`src/rtl/jedro_1_lsu_pkg.sv`:
```
// Shared types and helpers for the jedro_1 load/store unit.
package jedro_1_lsu_pkg;

    typedef enum logic [1:0] {
        LSU_BYTE  = 2'b00,
        LSU_HALF  = 2'b01,
        LSU_WORD  = 2'b10,
        LSU_DWORD = 2'b11
    } lsu_size_e;

    typedef enum logic {
        IDLE,
        READ_WAIT
    } lsu_state_e;

    // Right-aligned byte mask covering one access of the given size.
    function automatic logic [7:0] lsu_byte_mask(input lsu_size_e size);
        logic [7:0] mask;
        unique case (size)
            LSU_BYTE: mask = 8'h01;
            LSU_HALF: mask = 8'h03;
            LSU_WORD: mask = 8'h0F;
            default:  mask = 8'hFF;
        endcase
        return mask;
    endfunction

endpackage

```
`src/rtl/jedro_1_lsu_load_align.sv`:
```
// Load data alignment: shifts the addressed bytes down, masks to the access
// size and sign/zero-extends to the full bus width.
module jedro_1_lsu_load_align
    import jedro_1_lsu_pkg::*;
#(
    parameter int unsigned DATA_WIDTH = 32
) (
    input  logic [DATA_WIDTH-1:0]         rdata_i,
    input  logic [$clog2(DATA_WIDTH/8)-1:0] offset_i,
    input  lsu_size_e                     size_i,
    input  logic                          sign_ext_i,
    output logic [DATA_WIDTH-1:0]         data_o
);

    localparam int unsigned BYTES = DATA_WIDTH / 8;

    logic [DATA_WIDTH-1:0] shifted;
    logic [DATA_WIDTH-1:0] lane_mask;
    logic [BYTES-1:0]      bm;
    logic                  sign_bit;

    always_comb begin
        shifted   = rdata_i >> {offset_i, 3'b000};
        bm        = BYTES'(lsu_byte_mask(size_i));
        lane_mask = '0;
        for (int i = 0; i < BYTES; i++) begin
            lane_mask[i*8 +: 8] = {8{bm[i]}};
        end
        unique case (size_i)
            LSU_BYTE: sign_bit = shifted[7];
            LSU_HALF: sign_bit = shifted[15];
            LSU_WORD: sign_bit = shifted[31];
            default:  sign_bit = shifted[DATA_WIDTH-1];
        endcase
        // Full-width accesses have an all-ones mask, so extension is a no-op.
        data_o = (shifted & lane_mask) | ((sign_ext_i && sign_bit) ? ~lane_mask : '0);
    end

endmodule

```
`src/rtl/jedro_1_lsu_gen.sv`:
```
// jedro_1 load/store unit for a one-cycle-latency byte-write RAM.
// Define JEDRO_1_LSU_ALIGN_CHECK_EN to fault misaligned accesses instead of aligning them down.
module jedro_1_lsu_gen
    import jedro_1_lsu_pkg::*;
#(
    parameter int unsigned DATA_WIDTH = 32,
    parameter int unsigned ADDR_WIDTH = 32
) (
    input  logic                      clk_i,
    input  logic                      rstn_i,
    input  logic                      req_valid_i,
    output logic                      req_ready_o,
    input  logic                      is_write_i,
    input  logic [1:0]                size_i,
    input  logic                      sign_ext_i,
    input  logic [ADDR_WIDTH-1:0]     addr_i,
    input  logic [DATA_WIDTH-1:0]     wdata_i,
    input  logic [4:0]                rd_addr_i,
    output logic [DATA_WIDTH-1:0]     rdata_o,
    output logic [4:0]                rd_addr_o,
    output logic                      rdata_valid_o,
    output logic                      access_err_o,
    output logic [ADDR_WIDTH-1:0]     err_addr_o,
    output logic                      mem_en_o,
    output logic [DATA_WIDTH/8-1:0]   mem_we_o,
    output logic [ADDR_WIDTH-1:0]     mem_addr_o,
    output logic [DATA_WIDTH-1:0]     mem_wdata_o,
    input  logic [DATA_WIDTH-1:0]     mem_rdata_i
);

    localparam int unsigned BYTES = DATA_WIDTH / 8;
    localparam int unsigned OFFW  = $clog2(BYTES);

    lsu_state_e            state_q, state_d;
    lsu_size_e             size;
    logic [OFFW-1:0]       off_raw, off_low, off;
    logic [BYTES-1:0]      mask;
    logic [DATA_WIDTH-1:0] wdata_rep, load_data;
    logic                  oversize, fault, accept, go, load_go;

    logic [OFFW-1:0]       off_q;
    lsu_size_e             size_q;
    logic                  sext_q;
    logic [4:0]            tag_q;
    logic [DATA_WIDTH-1:0] rdata_q;
    logic [4:0]            rd_q;
    logic                  valid_q, err_q;
    logic [ADDR_WIDTH-1:0] err_addr_q;

    always_comb begin
        size     = lsu_size_e'(size_i);
        off_raw  = addr_i[OFFW-1:0];
        off_low  = OFFW'((4'd1 << size_i) - 4'd1);
        oversize = (size == LSU_DWORD) && (DATA_WIDTH == 32);
`ifdef JEDRO_1_LSU_ALIGN_CHECK_EN
        fault    = oversize || (|(off_raw & off_low));
        off      = off_raw;
`else
        fault    = oversize;
        off      = off_raw & ~off_low;
`endif
        accept   = req_valid_i && (state_q == IDLE);
        go       = accept && !fault;
        load_go  = go && !is_write_i;
        mask     = BYTES'(lsu_byte_mask(size));

        unique case (size)
            LSU_BYTE: wdata_rep = {BYTES{wdata_i[7:0]}};
            LSU_HALF: wdata_rep = {(BYTES/2){wdata_i[15:0]}};
            LSU_WORD: wdata_rep = {(BYTES/4){wdata_i[31:0]}};
            default:  wdata_rep = wdata_i;
        endcase

        req_ready_o = (state_q == IDLE);
        mem_en_o    = go;
        mem_we_o    = (go && is_write_i) ? (mask << off) : '0;
        mem_addr_o  = go ? (addr_i >> OFFW) : '0;
        mem_wdata_o = (go && is_write_i) ? wdata_rep : '0;

        state_d = state_q;
        unique case (state_q)
            IDLE:      if (load_go) state_d = READ_WAIT;
            READ_WAIT: state_d = IDLE;
            default:   state_d = IDLE;
        endcase
    end

    jedro_1_lsu_load_align #(
        .DATA_WIDTH (DATA_WIDTH)
    ) u_load_align (
        .rdata_i    (mem_rdata_i),
        .offset_i   (off_q),
        .size_i     (size_q),
        .sign_ext_i (sext_q),
        .data_o     (load_data)
    );

    always_ff @(posedge clk_i or negedge rstn_i) begin
        if (!rstn_i) begin
            state_q    <= IDLE;
            off_q      <= '0;
            size_q     <= LSU_BYTE;
            sext_q     <= 1'b0;
            tag_q      <= '0;
            rdata_q    <= '0;
            rd_q       <= '0;
            valid_q    <= 1'b0;
            err_q      <= 1'b0;
            err_addr_q <= '0;
        end else begin
            state_q <= state_d;
            valid_q <= (state_q == READ_WAIT);
            err_q   <= accept && fault;
            if (accept && fault) err_addr_q <= addr_i;
            if (load_go) begin
                off_q  <= off;
                size_q <= size;
                sext_q <= sign_ext_i;
                tag_q  <= rd_addr_i;
            end
            if (state_q == READ_WAIT) begin
                rdata_q <= load_data;
                rd_q    <= tag_q;
            end
        end
    end

    assign rdata_o       = rdata_q;
    assign rd_addr_o     = rd_q;
    assign rdata_valid_o = valid_q;
    assign access_err_o  = err_q;
    assign err_addr_o    = err_addr_q;

endmodule

```
`config.mk`:
```
export PLATFORM = sky130hd
export DESIGN_NAME = jedro_1_lsu_gen
export DESIGN_NICKNAME = d
export VERILOG_FILES = /design/src/rtl/jedro_1_lsu_pkg.sv /design/src/rtl/jedro_1_lsu_load_align.sv /design/src/rtl/jedro_1_lsu_gen.sv
export SDC_FILE = /design/constraint.sdc
export NUM_CORES = 1
export LEC_CHECK = 0
export ABC_AREA = 1
export BUFFER_PORTS_ARGS = -buffer_cell sky130_fd_sc_hd__buf_2
export CORE_MARGIN = 3
export CORE_UTILIZATION = 45
export CTS_CLUSTER_DIAMETER = 40
export DETAILED_ROUTE_END_ITERATION = 8
export GPL_ROUTABILITY_DRIVEN = 1
export PLACE_DENSITY = 0.83
export SYNTH_ARGS = -nofsm -noshare
export SYNTH_HDL_FRONTEND = slang
export SYNTH_SLANG_ARGS = --single-unit
```
`constraint.sdc`:
```
create_clock -name clk_i -period 2.51 [get_ports clk_i]
set_clock_uncertainty 0.05 [all_clocks]
set_input_delay 0.502 -clock clk_i [delete_from_list [all_inputs] [get_ports clk_i]]
set_output_delay 0.502 -clock clk_i [all_outputs]
set_load 0.05 [all_outputs]
```
# Word-level counts from Yosys, hierarchy flattened
# Cells that the tools add are included.
[word_totals] register_bits=82 latch_bits=0 ramBits=0 rom_bits=0 out_inout_bits=141 wordCells=45 n_memories=0
[classes] n_addsub=1 n_mul=0 div_mod_pow=0 magnitude_cmp=0 eq_ne=5 shifts=3 n_mux=10 bitwise=6 n_reduce_logical=10
[ops] operator="$mux W32" n=2
[ops] operator="$pmux W32 S2" n=1
[ops] operator="$and A32 B32 Y32" n=1
[ops] operator="$not A32 Y32" n=1
[ops] operator="$or A32 B32 Y32" n=1
[ops] operator="$shr A32 B5 Y32" n=1
[ops] operator="$mux W30" n=1
[ops] operator="$pmux W4 S3" n=2
[ops] operator="$eq A2 B2 Y1 const B" n=3
[ops] operator="$logic_and A1 B1 Y1" n=6
[ops] operator="$eq A2 B1 Y1 const B" n=2
[ops] operator="$logic_not A2 Y1" n=2
[ops] operator="$mux W4" n=1
[ops] operator="$pmux W1 S2" n=2
[ops] operator="$shl A4 B2 Y4" n=1
[ops] operator="$and A2 B2 Y2" n=1
[ops] operator="$logic_not A1 Y1" n=2
[ops] operator="$not A2 Y2" n=1
[ops] operator="$shl A1 B2 Y2 const A" n=1
[ops] operator="$sub A2 B1 Y2 const B" n=1
[ops] operator="$mux W1" n=1
[ops] operator="$not A1 Y1" n=1

# Logic depth before layout (Yosys ltp)
# Gate-level depths: netlist of the first run.
[depth] depth_word=6 mapped_depth=11

# By module
# Synthesis of the first run repeated with hierarchy kept, for this count alone.
[hier_totals] cells_unflattened=724 hier_area_um2=4817.1
[modules_own_cells] module="jedro_1_lsu_gen" n_inst=1 cells_each=552 area_each_um2=4047.6 seq_area_each_um2=2052.0
[modules_own_cells] module="jedro_1_lsu_load_align" n_inst=1 cells_each=172 area_each_um2=769.5 seq_area_each_um2=0.0

# Least setup slack after synthesis of the first run
# OpenSTA, ideal clock, no wires.
[synth_timing] path_type="input -> output" from="input size_i[0]" to="output mem_we_o[1]" arrival_time_ns=2.326 required_time_ns=1.958 slack_ns=-0.368 cell_stages=7 path_buffers=0 cell_sequence="inv_1 > nor2_1 > clkinv_1 > ha_1 > nand2_1 > inv_1 > nor3_1"
[synth_between] elab_chain_len=6 elab_cells_between_ends=14
[synth_lines] element="from (decl)" line_no="jedro_1_lsu_gen.sv:14" text="input logic [1:0] size_i,"
[synth_lines] element="$shl A1 B2 Y2" line_no="jedro_1_lsu_gen.sv:53" text="off_low = OFFW'((4'd1 << size_i) - 4'd1);"
[synth_lines] element="$sub A2 B1 Y2" line_no="jedro_1_lsu_gen.sv:53"
[synth_lines] element="$not A2 Y2" line_no="jedro_1_lsu_gen.sv:60" text="off = off_raw & ~off_low;"
[synth_lines] element="$and A2 B2 Y2" line_no="jedro_1_lsu_gen.sv:60"
[synth_lines] element="$shl A4 B2 Y4" line_no="jedro_1_lsu_gen.sv:76" text="mem_we_o = (go && is_write_i) ? (mask << off) : '0;"
[synth_lines] element="$mux W4 (*)" line_no="jedro_1_lsu_gen.sv:76"
[synth_lines] element="to (decl)" line_no="jedro_1_lsu_gen.sv:25" text="output logic [DATA_WIDTH/8-1:0] mem_we_o,"
# Every way passes the cells marked *; elsewhere a longest branch is shown, timed or not.

# Worst setup path after layout of the first run
[layout_timing] from="register state_q" to="output mem_wdata_o[21]"
[layout_between] elab_chain_len=5
[layout_lines] element="from (decl)" line_no="jedro_1_lsu_gen.sv:34" text="lsu_state_e state_q, state_d;"
[layout_lines] element="from (signal assigned)" line_no="jedro_1_lsu_gen.sv:111" text="state_q <= state_d;"
[layout_lines] element="$not A1 Y1"
[layout_lines] element="$logic_and A1 B1 Y1" line_no="jedro_1_lsu_gen.sv:62" text="accept = req_valid_i && (state_q == IDLE);"
[layout_lines] element="$logic_and A1 B1 Y1" line_no="jedro_1_lsu_gen.sv:63" text="go = accept && !fault;"
[layout_lines] element="$logic_and A1 B1 Y1" line_no="jedro_1_lsu_gen.sv:78" text="mem_wdata_o = (go && is_write_i) ? wdata_rep : '0;"
[layout_lines] element="$mux W32" line_no="jedro_1_lsu_gen.sv:78"
[layout_lines] element="to (decl)" line_no="jedro_1_lsu_gen.sv:27" text="output logic [DATA_WIDTH-1:0] mem_wdata_o,"
# Every way passes these cells.

==> metrics.log, run 1 <==
[metrics] power density of the placed cells: between 800 and 900 nW/um^2
[metrics] count of cells along the worst hold path: 3
[metrics] H-tree levels: 3
[metrics] initial core utilization: 46.85%
[metrics] final design utilization: 65.74%
[metrics] area grow syn2layout: 40.32%
[metrics] overall overflow remaining after global route: 0
[metrics] worst-path maximum fanout: 19
[metrics] cell types occupying the most area after synthesis: dfrtp_1 (47%), nand2_1 (12%), nor2_1 (8.6%), o21ai_0 (6.7%), a21oi_1 (6.0%)
[metrics] total of warnings raised by yosys: 0
[metrics] relative slew slack: 40.84%
[metrics] Detailed Routing Iterations Pass 1: 5
[metrics] most used standard cells in the synthesized netlist: nand2_1 (146), nor2_1 (101), dfrtp_1 (82)
[metrics] Skew-Pair Late Insertion Delay: 0.33 ns
[metrics] kind of path behind the tightest hold check: primary input to flop
[metrics] Cell Chain, Critical Path: nor2_1 -> nand2_1 -> nor2_4 -> buf_12 -> inv_2 -> nor2_1 -> nand2_1 -> nand2_1 -> clkbuf_4
[metrics] TritonCTS clock tree: done
[metrics] remaining number of nets flagged by the antenna check after routing: 0
[metrics] number of vias after detailed routing: 4927
[metrics] final-report max-slew violation count: 0
[metrics] number of buffers inserted by post-CTS setup repair: 0
[metrics] data arrival time of the critical path: 1.92 ns
[metrics] number of cells produced by synthesis: 609
[metrics] I/O pin count: 249
[metrics] GRT Overall Usage: 25.73%
[metrics] antenna violations before repair: 0
[metrics] die width: 104.8 um
[metrics] clock root buffer: clkbuf_8
[metrics] cell leakage power: about 3.6 nW
[metrics] Max IR drop VDD: 0.4419 mV
[metrics] cell area after technology mapping: 4390 sq um
[metrics] flip-flop cell with the highest count after synthesis: dfrtp_1
[metrics] Port Buf Inserts: 246
[metrics] type of the worst setup path: flop to output port
[metrics] post-synth top area cell: dfrtp_1
[metrics] Largest stage delay, worst path: 0.41 ns
[metrics] depth of the worst register-to-register path: 7
[metrics] worst reg2reg setup slack: 0.29 ns
[metrics] number of DRC markers after the initial detailed-route iteration: ~340
[metrics] Data required, critical path: ~2.0 ns
[metrics] Final Instance Area: 6161 sq um
[metrics] worst slew pin tran: 0.8841 ns
[metrics] Bufs on Longest Clock Path: 2
[metrics] run status: finished clean
[metrics] # fillers: 859
[metrics] routed wire length per instance: ~15 um
[metrics] final number of setup-violating endpoints: 0
[metrics] fraction of synthesized cell area taken by the top area cell type: 46.74%
[metrics] part of the Yosys area used for sequential elements: 46.74%
[metrics] synthesized area per cell: 7.209 sq um
[metrics] count of cell types in the netlist: 27
[metrics] most common cell in the netlist: nand2_1
[metrics] RSZ-0062 raised after global routing: yes
[metrics] startpoint type of the worst setup path: flop
[metrics] power consumption: 0.005054 W
[metrics] Post-DP Area: 5901 sq um
[metrics] clock slew at the register clock pins of the worst setup and hold paths: 0.08 ns
[metrics] most common cell type on the critical path: nand2_1
[metrics] post-detailed-route via-to-cell ratio: between 4 and 5
[metrics] vias in the first global route: 4872
[metrics] setup total negative slack: 0 ns
[metrics] number of core rows: 35
[metrics] final HPWL from detailed placement: 11210 um
[metrics] gp weighted congestion: 0.8938
[metrics] DRC errors left: 0
[metrics] Net count, final: slightly below 1000
[metrics] category of the worst setup path capture point: output port
[metrics] max-cap check violation count: 0
[metrics] post-synthesis async set-or-reset flop share: 100.0%
[metrics] first-pass GRT wire length: 22990 um
[metrics] drt total wl: 14360 um
[metrics] Antenna diodes: 0
[metrics] cell with the largest stage delay on the worst path: dfrtp_1
[metrics] number of clock sinks: just over 80
[metrics] minimum period implied by the final worst setup slack: 2.468 ns
[metrics] final hold violation count: 0
[metrics] maximum number of pins on one net before global-route repair: 64
[metrics] share of cells above drive strength 1: between 30% and 40%
[metrics] number of flip-flops and latches in the synthesized netlist: 82
[metrics] peak clock frequency supported by timing: 405.3 MHz
[metrics] die height: about 100 um
[metrics] Std-Cell Core Area: 9371 sq um
[metrics] period utilisation layout: a little under 100%
[metrics] DIE AREA: 10980 sq um
[metrics] cts bufs inserted: 9
[metrics] number of enable-type register cells in the synthesized netlist: 0
[power breakdown]
part	leakage [nW]	total [W]	switching (W)	internal, W
clock	0.101	0.000997	0.000498	0.000499
sequential	1.00	0.00176	0.000166	0.00160
combinational	2.48	0.00229	0.00176	0.000529
total	3.59	0.00505	0.00243	0.00263
[cell usage in the layout, fill, tap and decap left out, types with 4 or more instances in the layout]
| master | n |
|---|---|
| o21ai_0 | 56 |
| nor2_4 | 5 |
| o22ai_1 | 8 |
| nor2_1 | 90 |
| clkbuf_8 | 10 |
| buf_2 | 233 |
| nand3_1 | 20 |
| clkbuf_4 | 8 |
| nor2_2 | 8 |
| dfrtp_1 | 82 |
| a21oi_4 | 4 |
| nand2_1 | 146 |
| o211ai_1 | 7 |
| inv_1 | 69 |
| a21oi_2 | 10 |
| buf_4 | 22 |
| a21oi_1 | 49 |
| o21ai_1 | 4 |
[state kept, by name, indices dropped and copies added (netlist names)]
signal / flops
tag_q: 5
rdata_valid_o: 1
rdata_o: 32
err_addr_o: 32
state_q: 1
off_q: 2
rd_addr_o: 5
access_err_o: 1
size_q: 2
sext_q: 1
[worst max-delay path, delay by kind of cell, from the launching register on]
kind | cells | cell delay (ns)
and+or+nand+nor | 6 | 0.68
buffers and inverters | 3 | 0.48
DFF | 1 | 0.41
[logic make-up (layout without fill, tap and decap cells)]
family | Yosys count | in the layout | share of synthesized area (%)
other | 1 | 2 | 0.08541
DFF | 82 | 82 | 46.74
buffers and inverters | 111 | 358 | 10.54
AOI/OAI and AO/OA | 138 | 138 | 17.21
adders and majority gates | 1 | 1 | 0.2849
and+or+nand+nor | 276 | 276 | 25.14
[final timing paths]
| check | startpoint | endpoint |
|---|---|---|
| worst max-delay path | state_q$_DFF_PN0_ | mem_wdata_o[21] |
| worst min-delay path | rd_addr_i[4] | tag_q[4]$_DFFE_PN0P_ |
| worst max register to register | state_q$_DFF_PN0_ | sext_q$_DFFE_PN0P_ |
| worst min register to register | rd_addr_o[3]$_DFFE_PN0P_ | rd_addr_o[3]$_DFFE_PN0P_ |
| max in group asynchronous | rstn_i | err_addr_o[24]$_DFFE_PN0P_ |
| min in group asynchronous | rstn_i | rdata_o[13]$_DFFE_PN0P_ |
[timing repair]
item                                   in CTS  in global routing
setup endpoints to repair                   0                 22
endpoints found under the hold margin      13                  0
resized for setup                           0                 21
hold buffers                                1                  0
[per-layer routing]
metal | global-route usage, % | wire (um) | up-vias
met5 | 0 | 0 | -
met4 | 9.747 | 422 | 0
met3 | 6.609 | 1228 | 32
met2 | 44.91 | 7242 | 246
met1 | 30.32 | 5464 | 2247
li1 | - | - | 2402
[stage by stage]
stage               setup WS [ns]  hold slack (ns)  cells
finish                    0.04247           0.3168    986
global route             -0.04513           0.3086    986
CTS                      0.002262           0.3044    986
detailed placement       0.001234           0.3820    969
global placement          0.06326           0.3826    969
floorplan                 -0.3240           0.1564    610
[final cells by class]
class                           instances  area (sq um)  area share (%)
Multi-Input combinational cell        417          1987           32.25
Sequential cell                        82          2052           33.31
Tap cell                              129         161.4           2.620
Clock buffer                           10         137.6           2.234
Clock inverter                          6         73.82           1.198
Inverter                               75         287.8           4.671
Timing Repair Buffer                  267          1461           23.72
Note: power is estimated with default switching activity, not from simulation.
==> run 2, diff against run 1 <==
--- a/config.mk
+++ b/config.mk
@@ -13,6 +13,7 @@
 export DETAILED_ROUTE_END_ITERATION = 8
 export GPL_ROUTABILITY_DRIVEN = 1
 export PLACE_DENSITY = 0.83
+export REMOVE_ABC_BUFFERS = 1
 export SYNTH_ARGS = -nofsm -noshare
 export SYNTH_HDL_FRONTEND = slang
 export SYNTH_SLANG_ARGS = --single-unit
==> run 2 against run 1 <==
Combinational power decreased by 2%. Final cell count fell by 0.61%. Via count fell by 2.1%. Register-to-register slack improved by 0.20 ns. Global-route usage decreased by 0.50 points. Core utilization down 1.9 points. Critical endpoint is now mem_wdata_o[25]. Largest cell class unchanged. Highest routed layer unchanged.
==> metrics.log, run 2 (synthesis gave the netlist of run 1 again) <==
[metrics] Port Buf Inserts: 246 (unchanged)
[metrics] first-pass GRT wire length: 22450 um (was 22990 um)
[metrics] cell with the largest stage delay on the worst path: buf_2 (was dfrtp_1)
[metrics] clock slew at the register clock pins of the worst setup and hold paths: 0.09 ns (was 0.08 ns)
[metrics] cell count after placement: 963 (was 969)
[metrics] Skew-Pair Late Insertion Delay: 0.34 ns (was 0.33 ns)
[metrics] drt total wl: 13820 um (was 14360 um)
[metrics] share of cells above drive strength 1: 34.94% (was 37.46%)
[metrics] cts bufs inserted: 9 (unchanged)
[metrics] Largest stage delay, worst path: 0.27 ns (was 0.41 ns)
[metrics] number of vias after detailed routing: 4824 (was 4927)
[metrics] clock root buffer: clkbuf_8 (unchanged)
[metrics] area grow syn2layout: 36.36% (was 40.32%)
[metrics] kind of path behind the tightest hold check: primary input to asynchronous set/reset pin (was primary input to flop)
[metrics] number of core rows: 35 (unchanged)
[metrics] relative slew slack: 41.06% (was 40.84%)
[metrics] type of the worst setup path: primary input to output port (was flop to output port)
[metrics] number of DRC markers after the initial detailed-route iteration: 278 (was 335)
[metrics] GRT Overall Usage: 25.22% (was 25.73%)
[metrics] peak clock frequency supported by timing: 425.6 MHz (was 405.3 MHz)
[metrics] worst-path maximum fanout: 26 (was 19)
[metrics] remaining number of nets flagged by the antenna check after routing: 0 (unchanged)
[metrics] startpoint type of the worst setup path: primary input (was flop)
[metrics] overall overflow remaining after global route: 0 (unchanged)
[metrics] vias in the first global route: 4601 (was 4872)
[metrics] most frequent cells in the layout: buf_2 (238), nand2_1 (146), nor2_1 (101), dfrtp_1 (82), inv_1 (69) (was buf_2 (233), nand2_1 (146), nor2_1 (90), dfrtp_1 (82), inv_1 (69))
[metrics] cell leakage power: 3.552 nW (was 3.585 nW)
[metrics] TritonCTS clock tree: done (unchanged)
[metrics] final number of setup-violating endpoints: 0 (unchanged)
[metrics] gp weighted congestion: 0.8428 (was 0.8938)
[metrics] post-detailed-route via-to-cell ratio: 4.922 (was 4.997)
[metrics] run status: finished clean (unchanged)
[metrics] startpoint of the worst-slack reg-to-reg timing path: off_q[0]$_DFFE_PN0P_ (was state_q$_DFF_PN0_)
[metrics] antenna violations before repair: 1 (was 0)
[metrics] worst slew pin tran: 0.8809 ns (was 0.8841 ns)
[metrics] RSZ-0062 raised after global routing: yes (unchanged)
[metrics] CP Buf/Inv Count: 5 (was 3)
[metrics] Net count, final: 954 (was 961)
[metrics] most common cell type on the critical path: nor2_1 (was nand2_1)
[metrics] most common library cell in the layout ignoring fill and taps: buf_2 (unchanged)
[metrics] Cell Chain, Critical Path: buf_2 -> nor2_1 -> clkinv_1 -> ha_1 -> buf_12 -> clkinvlp_4 -> nor2_1 -> nor2_1 -> buf_2 (was nor2_1 -> nand2_1 -> nor2_4 -> buf_12 -> inv_2 -> nor2_1 -> nand2_1 -> nand2_1 -> clkbuf_4)
[metrics] period utilisation layout: 93.60% (was 98.31%)
[metrics] number of buffers added to fix hold violations after cts: 0 (was 1)
[metrics] power density of the placed cells: 848.2 nW/um^2 (was 820.4 nW/um^2)
[metrics] final-report max-slew violation count: 0 (unchanged)
[metrics] Bufs on Longest Clock Path: 2 (unchanged)
[metrics] initial core utilization: 46.85% (unchanged)
[metrics] power consumption: 0.005078 W (was 0.005054 W)
[metrics] Top delay family on crit path: buffers and inverters (was simple AND/OR/NAND/NOR gates)
[metrics] Max IR drop VDD: 0.3528 mV (was 0.4419 mV)
[metrics] DIE AREA: 10980 sq um (unchanged)
[metrics] DRC errors left: 0 (unchanged)
[metrics] Std-Cell Core Area: 9371 sq um (unchanged)
[metrics] non-filler instance count after layout: 980 (was 986)
[metrics] I/O pin count: 249 (unchanged)
[metrics] minimum period implied by the final worst setup slack: 2.349 ns (was 2.468 ns)
[metrics] maximum number of pins on one net before global-route repair: 64 (unchanged)
[metrics] Data required, critical path: 1.96 ns (about the same)
[metrics] H-tree levels: 3 (unchanged)
[metrics] worst slack at placement: 0.09928 ns (was 0.001234 ns)
[metrics] die height: 104.8 um (unchanged)
[metrics] final hold violation count: 0 (unchanged)
[metrics] final HPWL from detailed placement: 10580 um (was 11210 um)
[metrics] number of clock sinks: 82 (unchanged)
[metrics] data arrival time of the critical path: 1.80 ns (was 1.92 ns)
[metrics] max-cap check violation count: 0 (unchanged)
[metrics] Detailed Routing Iterations Pass 1: 4 (was 5)
[metrics] category of the worst setup path capture point: output port (unchanged)
[metrics] startpoint of the worst setup timing path: size_i[1] (was state_q$_DFF_PN0_)
[metrics] Worst Setup Slack, final: 0.1605 ns (was 0.04247 ns)
[metrics] routed wire length per instance: 14.10 um (was 14.56 um)
[metrics] final design utilization: 63.89% (was 65.74%)
[metrics] die width: 104.8 um (unchanged)
## run 2: through the flow
stage | cell area [sq um] | hold slack (ns) | setup TNS, ns
final | 5987 | 0.06906 | 0
after global routing | 5987 | 0.08652 | -0.02708
after CTS | 5959 | 0.07165 | 0
after detailed placement | 5741 | 0.4092 | 0
after global placement | 5741 | 0.4015 | 0
after floorplan | 4215 | 0.1564 | -39.08
## run 2: timing repair
action / 4_1_cts / 5_1_grt
buffers inserted: 0 / 0
endpoints found under the hold margin: 0 / 0
resized for setup: 0 / 11
endpoints found under the setup margin: 0 / 16
## run 2: area by class of cell
| cell class | instances | area, sq um |
|---|---|---|
| clock buffers | 11 | 141.4 |
| clock inverters | 5 | 77.57 |
| multi-input cells | 417 | 1879 |
| fillers | 914 | 3385 |
| repair buffers | 260 | 1385 |
| diodes | 1 | 2.502 |
| flip-flops and latches | 82 | 2052 |
| well taps | 129 | 161.4 |
| inverters | 75 | 287.8 |
## run 2: layer usage
layer / part of all wire, % / global-route usage, % / vias to the layer above / wire length (um)
met2: 50 / 44.18 / 236 / 6943
li1: - / - / 2388 / -
met4: 2.3 / 7.685 / 0 / 324
met5: 0 / 0 / - / 0
met1: 39 / 30.73 / 2177 / 5358
met3: 8.6 / 5.930 / 23 / 1195
## run 2: power breakdown
| part | internal (W) | switching (W) |
|---|---|---|
| logic | 0.000513 | 0.00173 |
| clock network | 0.000585 | 0.000477 |
| registers | 0.00160 | 0.000172 |
| total | 0.00270 | 0.00238 |
## run 2: worst register-to-register path: stages, from the launching register on
cell     delay (ns)
dfrtp_1        0.59
inv_4          0.34
nand2_1        0.09
inv_1          0.10
nand2_1        0.05
nand2_1        0.10
nand2_1        0.06
nand3_2        0.09
nand3_4        0.25
a21oi_1        0.23
## run 2: final timing paths
| path | cells after the start | end | slack, ns |
|---|---|---|---|
| max | 9 | mem_wdata_o[25] | 0.16 |
| min | 1 | err_addr_o[7]$_DFFE_PN0P_ | 0.07 |
| max reg2reg | 9 | rdata_o[26]$_DFFE_PN0P_ | 0.49 |
| min reg2reg | 2 | tag_q[2]$_DFFE_PN0P_ | 0.43 |
| max in group asynchronous | 2 | off_q[1]$_DFFE_PN0P_ | 1.71 |
| min in group clk_i | 3 | tag_q[2]$_DFFE_PN0P_ | 0.30 |
